File: config.mk
export PLATFORM = sky130hd
export DESIGN_NAME = reg_wr_arbiter
export DESIGN_NICKNAME = d
export VERILOG_FILES = /design/src/rtl/reg_wr_arbiter.sv
export SDC_FILE = /design/constraint.sdc
export NUM_CORES = 1
export LEC_CHECK = 0
export CAP_MARGIN = 20
export CORE_UTILIZATION = 39
export DETAILED_ROUTE_END_ITERATION = 8
export PLACE_DENSITY = 0.9
export SLEW_MARGIN = 30
export SYNTH_ARGS = -nofsm -noshare
export SYNTH_HDL_FRONTEND = slang
export SYNTH_SLANG_ARGS = --single-unit
File: constraint.sdc
create_clock -name clk -period 2.6 [get_ports clk]
set_input_delay 0.39 -clock clk [delete_from_list [all_inputs] [get_ports clk]]
set_output_delay 0.39 -clock clk [all_outputs]
set_load 0.03 [all_outputs]
File: src/rtl/reg_wr_arbiter.sv
// Round-robin write arbiter: shares a bank of NREG loadable/clearable W-bit
// registers between N requesters. At most one requester is granted per
// cycle. The grant drives a one-hot load or clear strobe and the shared data
// bus for exactly one cycle. Out-of-range targets are granted without a
// strobe and flagged with a per-requester error pulse.
//
// Handshake: a requester holds req[i] (with clr_req/addr/wdata stable) until
// it sees gnt[i] high for one cycle. Payload is sampled only at the granting
// edge. A requester whose gnt is high is ineligible at the following edge, so
// a req still high after its grant counts as a fresh request.
module reg_wr_arbiter #(
    parameter int N    = 4,
    parameter int NREG = 4,
    parameter int W    = 8,
    parameter int AW   = 3
) (
    input  logic            clk,
    input  logic            rst,
    input  logic [N-1:0]    req,
    input  logic [N-1:0]    clr_req,
    input  logic [N*AW-1:0] addr,
    input  logic [N*W-1:0]  wdata,
    output logic [N-1:0]    gnt,
    output logic [N-1:0]    err,
    output logic [NREG-1:0] reg_ld,
    output logic [NREG-1:0] reg_clr,
    output logic [W-1:0]    reg_d
);

    localparam int PW = (N > 1) ? $clog2(N) : 1;
    // Bank size widened by one bit so NREG == 2**AW is representable.
    localparam logic [AW:0] NREG_W = (AW+1)'(NREG);

    logic [N-1:0]    gnt_q, gnt_d;
    logic [N-1:0]    err_q, err_d;
    logic [NREG-1:0] ld_q, ld_d;
    logic [NREG-1:0] clr_q, clr_d;
    logic [W-1:0]    d_q, d_d;
    logic [PW-1:0]   ptr_q, ptr_d;

    logic [N-1:0]    eligible;
    logic            win_vld;
    logic [PW-1:0]   win_idx;
    logic [AW-1:0]   win_addr;
    logic            win_clr;
    logic [W-1:0]    win_data;
    logic            in_range;
    logic [N-1:0]    gnt_oh;
    logic [NREG-1:0] reg_oh;

    assign eligible = req & ~gnt_q;

    // Round-robin scan: first eligible index starting at ptr, wrapping mod N.
    always_comb begin
        win_vld = 1'b0;
        win_idx = '0;
        for (int s = 0; s < N; s++) begin
            for (int k = 0; k < N; k++) begin
                if (!win_vld && eligible[k] && (((int'(ptr_q) + s) % N) == k)) begin
                    win_vld = 1'b1;
                    win_idx = PW'(k);
                end
            end
        end
    end

    // Select the winner's payload and decode grant and register one-hots.
    always_comb begin
        win_addr = '0;
        win_clr  = 1'b0;
        win_data = '0;
        gnt_oh   = '0;
        for (int k = 0; k < N; k++) begin
            if (win_idx == PW'(k)) begin
                win_addr = addr[k*AW +: AW];
                win_clr  = clr_req[k];
                win_data = wdata[k*W +: W];
            end
            gnt_oh[k] = win_vld && (win_idx == PW'(k));
        end
        in_range = ({1'b0, win_addr} < NREG_W);
        reg_oh   = '0;
        for (int r = 0; r < NREG; r++) begin
            reg_oh[r] = ({1'b0, win_addr} == (AW+1)'(r));
        end
    end

    // Next-state: strobes pulse for one cycle; data bus and pointer hold when idle.
    always_comb begin
        gnt_d = '0;
        err_d = '0;
        ld_d  = '0;
        clr_d = '0;
        d_d   = d_q;
        ptr_d = ptr_q;
        if (win_vld) begin
            gnt_d = gnt_oh;
            d_d   = win_data;
            ptr_d = (win_idx == PW'(N-1)) ? '0 : win_idx + PW'(1);
            if (!in_range) begin
                err_d = gnt_oh;
            end else if (win_clr) begin
                clr_d = reg_oh;
            end else begin
                ld_d = reg_oh;
            end
        end
    end

    // State registers; reset drops any in-flight strobe immediately.
    always_ff @(posedge clk or posedge rst) begin
        if (rst) begin
            gnt_q <= '0;
            err_q <= '0;
            ld_q  <= '0;
            clr_q <= '0;
            d_q   <= '0;
            ptr_q <= '0;
        end else begin
            gnt_q <= gnt_d;
            err_q <= err_d;
            ld_q  <= ld_d;
            clr_q <= clr_d;
            d_q   <= d_d;
            ptr_q <= ptr_d;
        end
    end

    assign gnt     = gnt_q;
    assign err     = err_q;
    assign reg_ld  = ld_q;
    assign reg_clr = clr_q;
    assign reg_d   = d_q;

endmodule
==> results of run 1 <==
==> cell type report <==
type,count,share of cell area
clock inverters,1,0.0116
well taps,46,0.0222
inverters,12,0.0174
flip-flops and latches,26,0.251
repair buffers,93,0.347
multi-input cells,120,0.334
clock buffers,3,0.0159
==> stage by stage <==
| step | power [mW] | hold slack (ns) | cell area, µm² | worst slack [ns] |
|---|---|---|---|---|
| final | 3.36 | 0.458 | 2590 | 0.0354 |
| after global routing | 3.58 | 0.507 | 2590 | -0.0905 |
| after CTS | 3.09 | 0.468 | 2460 | -0.00366 |
| after detailed placement | 2.71 | 0.522 | 2370 | -0.445 |
| after global placement | 2.64 | 0.509 | 2370 | -0.326 |
| after floorplan | 1.98 | 0.430 | 1480 | 0.128 |
==> what timing repair did <==
action                                  CTS  global route
hold buffers                              0             0
endpoints found under the setup margin    8            11
setup buffers                             0             2
pin swaps                                 2            14
gates resized for setup                   4            26
==> flip-flops by register name, indices dropped and copies added, names as in the netlist <==
signal   cells
err          4
gnt          4
ptr_q        2
reg_clr      4
reg_d        8
reg_ld       4
==> metal layers <==
| layer | up-vias | part of all wire |
|---|---|---|
| met4 | 0 | 0.013 |
| met3 | 8 | 0.066 |
| li1 | 768 | - |
| met1 | 749 | 0.41 |
| met2 | 86 | 0.51 |
| met5 | - | 0 |
==> critical path, cell delays in order (launching register included) <==
cell and delay, ns:
dfrtp_1 0.45, nand3b_1 0.23, a21oi_2 0.19, o21a_1 0.19, or2_4 0.16, ha_4 0.18, and3b_2 0.23, a2111oi_4 0.44
o21ai_2 0.17, nor4_1 0.23
==> how the worst max path moves through the flow <==
stage / startpoint / end / slack (ns) / cells after the start
after floorplan: gnt[1] / reg_ld[0] / 0.13 / 9
final: gnt[0] / reg_clr[3] / 0.04 / 9
after global placement: req[3] / reg_clr[0] / -0.33 / 9
after detailed placement: req[3] / reg_clr[1] / -0.44 / 9
after global routing: gnt[0] / reg_ld[3] / -0.09 / 9
after CTS: req[1] / reg_clr[1] / -0.004 / 10
==> synthesized netlist by cell type (all sizes together) <==
cell     count  share of area
a21oi       29          0.098
dfrtp       26           0.44
inv         12          0.030
nor2        12          0.030
o21ai       11          0.040
nand2        9          0.023
a22oi        8          0.041
and2         8          0.034
clkbuf       7          0.018
nand2b       5          0.021
ha           4          0.034
nor3         4          0.014
nor4         4          0.017
a2111oi      3          0.032
and3b        3          0.018
buf          3          0.010
o22ai        3          0.013
or2          3          0.013
nand3b       2          0.010
nor2b        2         0.0085
a21o         1         0.0051
a221oi       1         0.0059
a32oi        1         0.0059
and3         1         0.0042
mux2         1         0.0076
mux2i        1         0.0068
nand4        1         0.0042
nor3b        1         0.0051
o21a         1         0.0051
o221ai       1         0.0059
==> cell usage in the layout, fill, tap and decap left out, types with 4 or more instances in the layout <==
master,count
and2_1,7
buf_4,16
inv_1,12
clkdlybuf4s50_1,74
nand2_1,8
nor2_1,11
nand2b_1,4
a21oi_1,27
a22oi_1,8
o21ai_0,9
nor3_1,4
dfrtp_1,26
==> cells by family (layout without fill, tap and decap cells) <==
family,Yosys count,count (layout),share of synthesized area
flip-flops,26,26,0.440
multiplexers,2,2,0.0144
AND/OR/NAND/NOR,55,55,0.202
buffers and inverters,22,109,0.0584
AO/OA/AOI/OAI,59,59,0.251
adder cells (fa/ha/maj),4,4,0.0339
==> power by group through the flow <==
stage | Sequential [mW] | Clock (mW) | Combinational (mW)
floorplan | 0.950 | 0 | 1.03
global placement | 0.655 | 0 | 1.99
detailed placement | 0.663 | 0 | 2.05
CTS | 0.657 | 0.340 | 2.09
global route | 0.679 | 0.363 | 2.54
finish | 0.662 | 0.336 | 2.36
==> impl_metrics.csv, run 1 <==
group,metric,value,unit
outcome,status,"completed",
power,clockPowerShare,0.100,
finish,sequential_standard_cell_area,651,µm²
detailed_routing,post_drt_via_cell_ratio,5.35,
detailed_routing,routed_wirelength,4680,µm
floorplanning,core_region_area,0.00347,mm²
global_route,grt.busiest_layer,"met2",
detailed_routing,drt_drc_violations_left,0,
synth,syn-mean-instance-area,8.80,µm²
finish,n_fill_cell,249,
floorplanning,die_height,63.6,µm
synth,ys_ff_latch,26,
worst_setup_path,timing.rr.start,"gnt[0]",
clocking,ctsLongestPathBuffers,2,
global_route,grt_start_max_net_pins,27,
synth,post_synth_num_cell_types,32,
placement,post-place-cells,295,
synth,syn-instance-count,168,
worst_hold_path,holdCritPathClass,"in -> async",
power,switching_power,1.54,mW
power,irDropWorstVdd,0.000617,V
power,p_leak,1.13,nW
floorplanning,die_area,0.00404,mm²
global_route,overall_routing_resource_usage,0.227,
detailed_routing,drt_pass1_iterations,4,
finish,syn_to_final_growth,75.2,%
clocking,tritoncts.num_buffers,3,
placement,finalWeightedCongestion,0.862,
finish,layout-drive-gt1-share,0.180,
power,power_share_of_the_sequential_group,0.197,
global_route,grt_first_pass_wirelength,7160,µm
clocking,cts_tree,"done",
sta,report.final.setup_viol,0,
synth,syn-num-nets,226,
job,cap_violations,0,
sta,clock-skew-final,0.00627,ns
clocking,numClockSinks,26,
sta,fmaxAchievable,390,MHz
global_route,grt.met3_usage,0.0417,
finish,final_core_utilization,0.746,
global_route,grt_pass1_vias,1578,
worst_setup_path,r2r-end,"reg_clr[3]",
worst_setup_path,rrSetupSlack,0.04,ns
detailed_routing,via_count,1611,
synth,post_synthesis_sequential_area_ratio,0.440,
worst_setup_path,timing.critical_path.fanout_max,7,
synth,netlist_area,0.00148,mm²
finish,antenna-diode-count,0,
floorplanning,total_number_of_placement_rows,21,
clocking,cts_root_buf,"clkbuf_8",
floorplanning,floorplan.initialDensity,0.426,
global_route,grtUsageMet1,0.284,
sta,setup-tns-final,0,ns
clocking,clkSlewWorstSetupHoldPaths,0.10,ns
placement,number_of_port_buffers,77,
worst_setup_path,critical_path_class,"reg -> reg",
power,p_per_area,1300,mW/mm²
finish,finish.net_count,314,
sta,final-max-slew-violation-count,0,
synth,synth.yosys.warnings,0,
floorplanning,io-pin-count,78,
detailed_routing,routed_wire_length_per_instance,15.5,µm
worst_setup_path,worst_ep_required_time,2.77,ns
power,p_comb_frac,0.703,
floorplanning,die_width,63.6,µm
sta,post_route_minimum_period,2.56,ns
global_route,global_route.usage.met2,0.395,
finish,final-instance-count-excl-fill,301,
sta,worst-slew-pin-transition,0.441,ns
detailed_routing,antenna_violating_nets_post_route,0,
power,p_int,1.82,mW
detailed_routing,detailedRoute.firstIterationViolations,101,
worst_setup_path,worstPathArrival,2.73,ns
global_route,initial_antenna_violation_count,0,
worst_setup_path,rr_worst_depth,9,
worst_setup_path,critPathLaunchType,"register",
clocking,cts-htree-levels,1,
placement,dp_hpwl,3310,µm
power,power.share.switching,0.458,
sta,finalHoldViolCount,0,
clocking,clk-insertion-delay-late,0.27,ns
finish,multiInputGateArea,866,µm²
worst_setup_path,endpoint_kind,"register",
sta,slew_headroom,0.706,
global_route,globalRouteOverflowTotal,0,
sta,fin_crit_sh,0.986,
No activity file was read; power rests on OpenSTA's default activity.
==> inputs of run 2 (changes only) <==
--- a/config.mk
+++ b/config.mk
@@ -7,6 +7,7 @@
 export LEC_CHECK = 0
 export CAP_MARGIN = 20
 export CORE_UTILIZATION = 39
+export CTS_BUF_LIST = sky130_fd_sc_hd__clkbuf_16
 export DETAILED_ROUTE_END_ITERATION = 8
 export PLACE_DENSITY = 0.9
 export SLEW_MARGIN = 30
==> run 2 against run 1 <==
  * Final cell count stayed put
  * Critical path depth stayed put
  * Combinational power is 4% higher
  * Critical endpoint unchanged
  * Non-clock buffer count stayed put
  * Die area stayed put
  * Sequential share of layout area is 0.59 points lower
  * Clock skew is 0.0030 ns lower
  * Critical path type is now in -> reg
  * Design area is 2.4% higher
  * Register-to-register slack better by 0.08 ns
  * Sequential power hardly changed
  * Maximum frequency is 0.33% lower
==> impl_metrics.csv, run 2 (same netlist as run 1, synthesis figures left out) <==
group,metric,value,unit
floorplanning,die_area,0.00404,mm²
detailed_routing,via_count,1620,
clocking,numClockSinks,26,
sta,clock-skew-final,0.00327,ns
floorplanning,core_region_area,0.00347,mm²
detailed_routing,routed_wire_length_per_instance,16.0,µm
power,p_leak,1.13,nW
placement,post-place-cells,295,
worst_setup_path,critical_path_class,"in -> reg",
finish,multiInputGateArea,885,µm²
sta,worst-slew-pin-transition,0.412,ns
detailed_routing,drt_drc_violations_left,0,
global_route,globalRouteOverflowTotal,0,
worst_setup_path,timing.critical_path.fanout_max,7,
global_route,overall_routing_resource_usage,0.242,
power,power_share_of_the_sequential_group,0.186,
placement,number_of_port_buffers,77,
worst_setup_path,worst_ep_required_time,2.75,ns
sta,rsz0062_at_grt,"yes",
worst_setup_path,critPathLaunchType,"input pin",
finish,sequential_standard_cell_area,651,µm²
finish,largest_register_ff_count,8,
detailed_routing,detailedRoute.firstIterationViolations,125,
finish,layout-drive-gt1-share,0.184,
sta,fin_crit_sh,0.990,
power,clockPowerShare,0.126,
power,power.share.switching,0.446,
global_route,initial_antenna_violation_count,0,
clocking,cts_tree,"done",
power,p_int,1.98,mW
power,switching_power,1.59,mW
worst_setup_path,worstPathArrival,2.72,ns
finish,antenna-diode-count,0,
finish,finish.net_count,314,
global_route,grt_first_pass_wirelength,7480,µm
floorplanning,io-pin-count,78,
floorplanning,floorplan.initialDensity,0.426,
clocking,clkSlewWorstSetupHoldPaths,0.07,ns
sta,finalHoldViolCount,0,
sta,post_route_minimum_period,2.57,ns
floorplanning,total_number_of_placement_rows,21,
worst_setup_path,endpoint_kind,"register",
sta,fmaxAchievable,389,MHz
clocking,tritoncts.num_buffers,3,
clocking,cts-htree-levels,1,
power,p_per_area,1350,mW/mm²
global_route,grt_start_max_net_pins,27,
finish,final_common_cell,"clkdlybuf4s50_1",
job,cap_violations,0,
floorplanning,die_width,63.6,µm
detailed_routing,post_drt_via_cell_ratio,5.38,
clocking,clk-insertion-delay-late,0.26,ns
clocking,ctsLongestPathBuffers,2,
floorplanning,die_height,63.6,µm
finish,mostFrequentLayoutCells,"76 x clkdlybuf4s50_1, 26 x a21oi_1, 26 x dfrtp_1",
detailed_routing,routed_wirelength,4810,µm
detailed_routing,drt_pass1_iterations,4,
clocking,hold_buffer_count_at_cts,0,
power,irDropWorstVdd,0.000669,V
global_route,grt_pass1_vias,1639,
clocking,cts_root_buf,"clkbuf_16",
worst_hold_path,holdCritPathClass,"in -> async",
finish,syn_to_final_growth,79.4,%
finish,n_fill_cell,239,
placement,finalWeightedCongestion,0.862,
placement,dp_hpwl,3310,µm
power,p_comb_frac,0.688,
sta,slew_headroom,0.726,
outcome,status,"completed",
detailed_routing,antenna_violating_nets_post_route,0,
sta,setup-tns-final,0,ns
finish,final-instance-count-excl-fill,301,
sta,report.final.setup_viol,0,
sta,final-max-slew-violation-count,0,
run 2: changes by cell type in the layout (fill, tap and decap cells not counted), sizes merged:
| cell | delta |
|---|---|
| clkdlybuf4s50 | +2 |
| dlymetal6s2s | -2 |
run 2: power by group through the flow:
stage	clock network, mW	registers [mW]	logic, mW
3_5_place_dp	0	0.663	2.05
5_1_grt	0.483	0.679	2.62
6_report	0.449	0.664	2.46
2_1_floorplan	0	0.950	1.03
4_1_cts	0.449	0.660	2.15
3_3_place_gp	0	0.655	1.99
run 2: critical path: stages:
cell and delay, ns:
clkdlybuf4s50_1 0.45, nand2b_1 0.13, o21a_1 0.26, or2_4 0.28, ha_4 0.19, buf_8 0.13
a2111oi_4 0.47, o21ai_2 0.17, nor4_1 0.25
run 2: worst paths after layout:
kind                           from          to  slack, ns  cells after the start
setup reg to reg             gnt[0]  reg_clr[3]       0.12                      9
max in group asynchronous       rst    ptr_q[0]       1.88                      3
setup / recovery             req[2]  reg_clr[3]       0.03                      9
min in group clk           reg_d[5]    reg_d[5]       0.53                      2
hold reg to reg            reg_d[5]    reg_d[5]       0.53                      2
hold / removal                  rst    reg_d[1]       0.47                      3
run 2: area by class of cell:
cell class              instances  area share
clock buffers                   3      0.0283
inverters                      12      0.0170
flip-flops and latches         26       0.245
multi-input cells             120       0.334
well taps                      46      0.0217
clock inverters                 1      0.0113
repair buffers                 93       0.343
run 2: stage by stage:
step	util	total power [mW]	worst slack, ns	hold WS (ns)	area, µm²
2_1_floorplan	-	1.98	0.128	0.430	1480
3_3_place_gp	0.683	2.64	-0.326	0.509	2370
3_5_place_dp	0.683	2.71	-0.445	0.522	2370
4_1_cts	0.727	3.26	-0.0201	0.489	2520
5_1_grt	0.764	3.78	-0.0827	0.525	2650
6_report	0.764	3.57	0.0268	0.473	2650
run 2: metal layers:
metal	vias up	global-route usage	share of wire
met2	92	0.418	0.50
met3	13	0.0380	0.068
li1	769	-	-
met1	746	0.301	0.41
met4	0	0.0909	0.025
met5	-	0	0
run 2: repair_timing:
| item | 4_1_cts | 5_1_grt |
|---|---|---|
| gates resized for setup | 9 | 24 |
| pin swaps | 1 | 9 |
| buffers inserted | 0 | 2 |
| endpoints found under the setup margin | 8 | 11 |
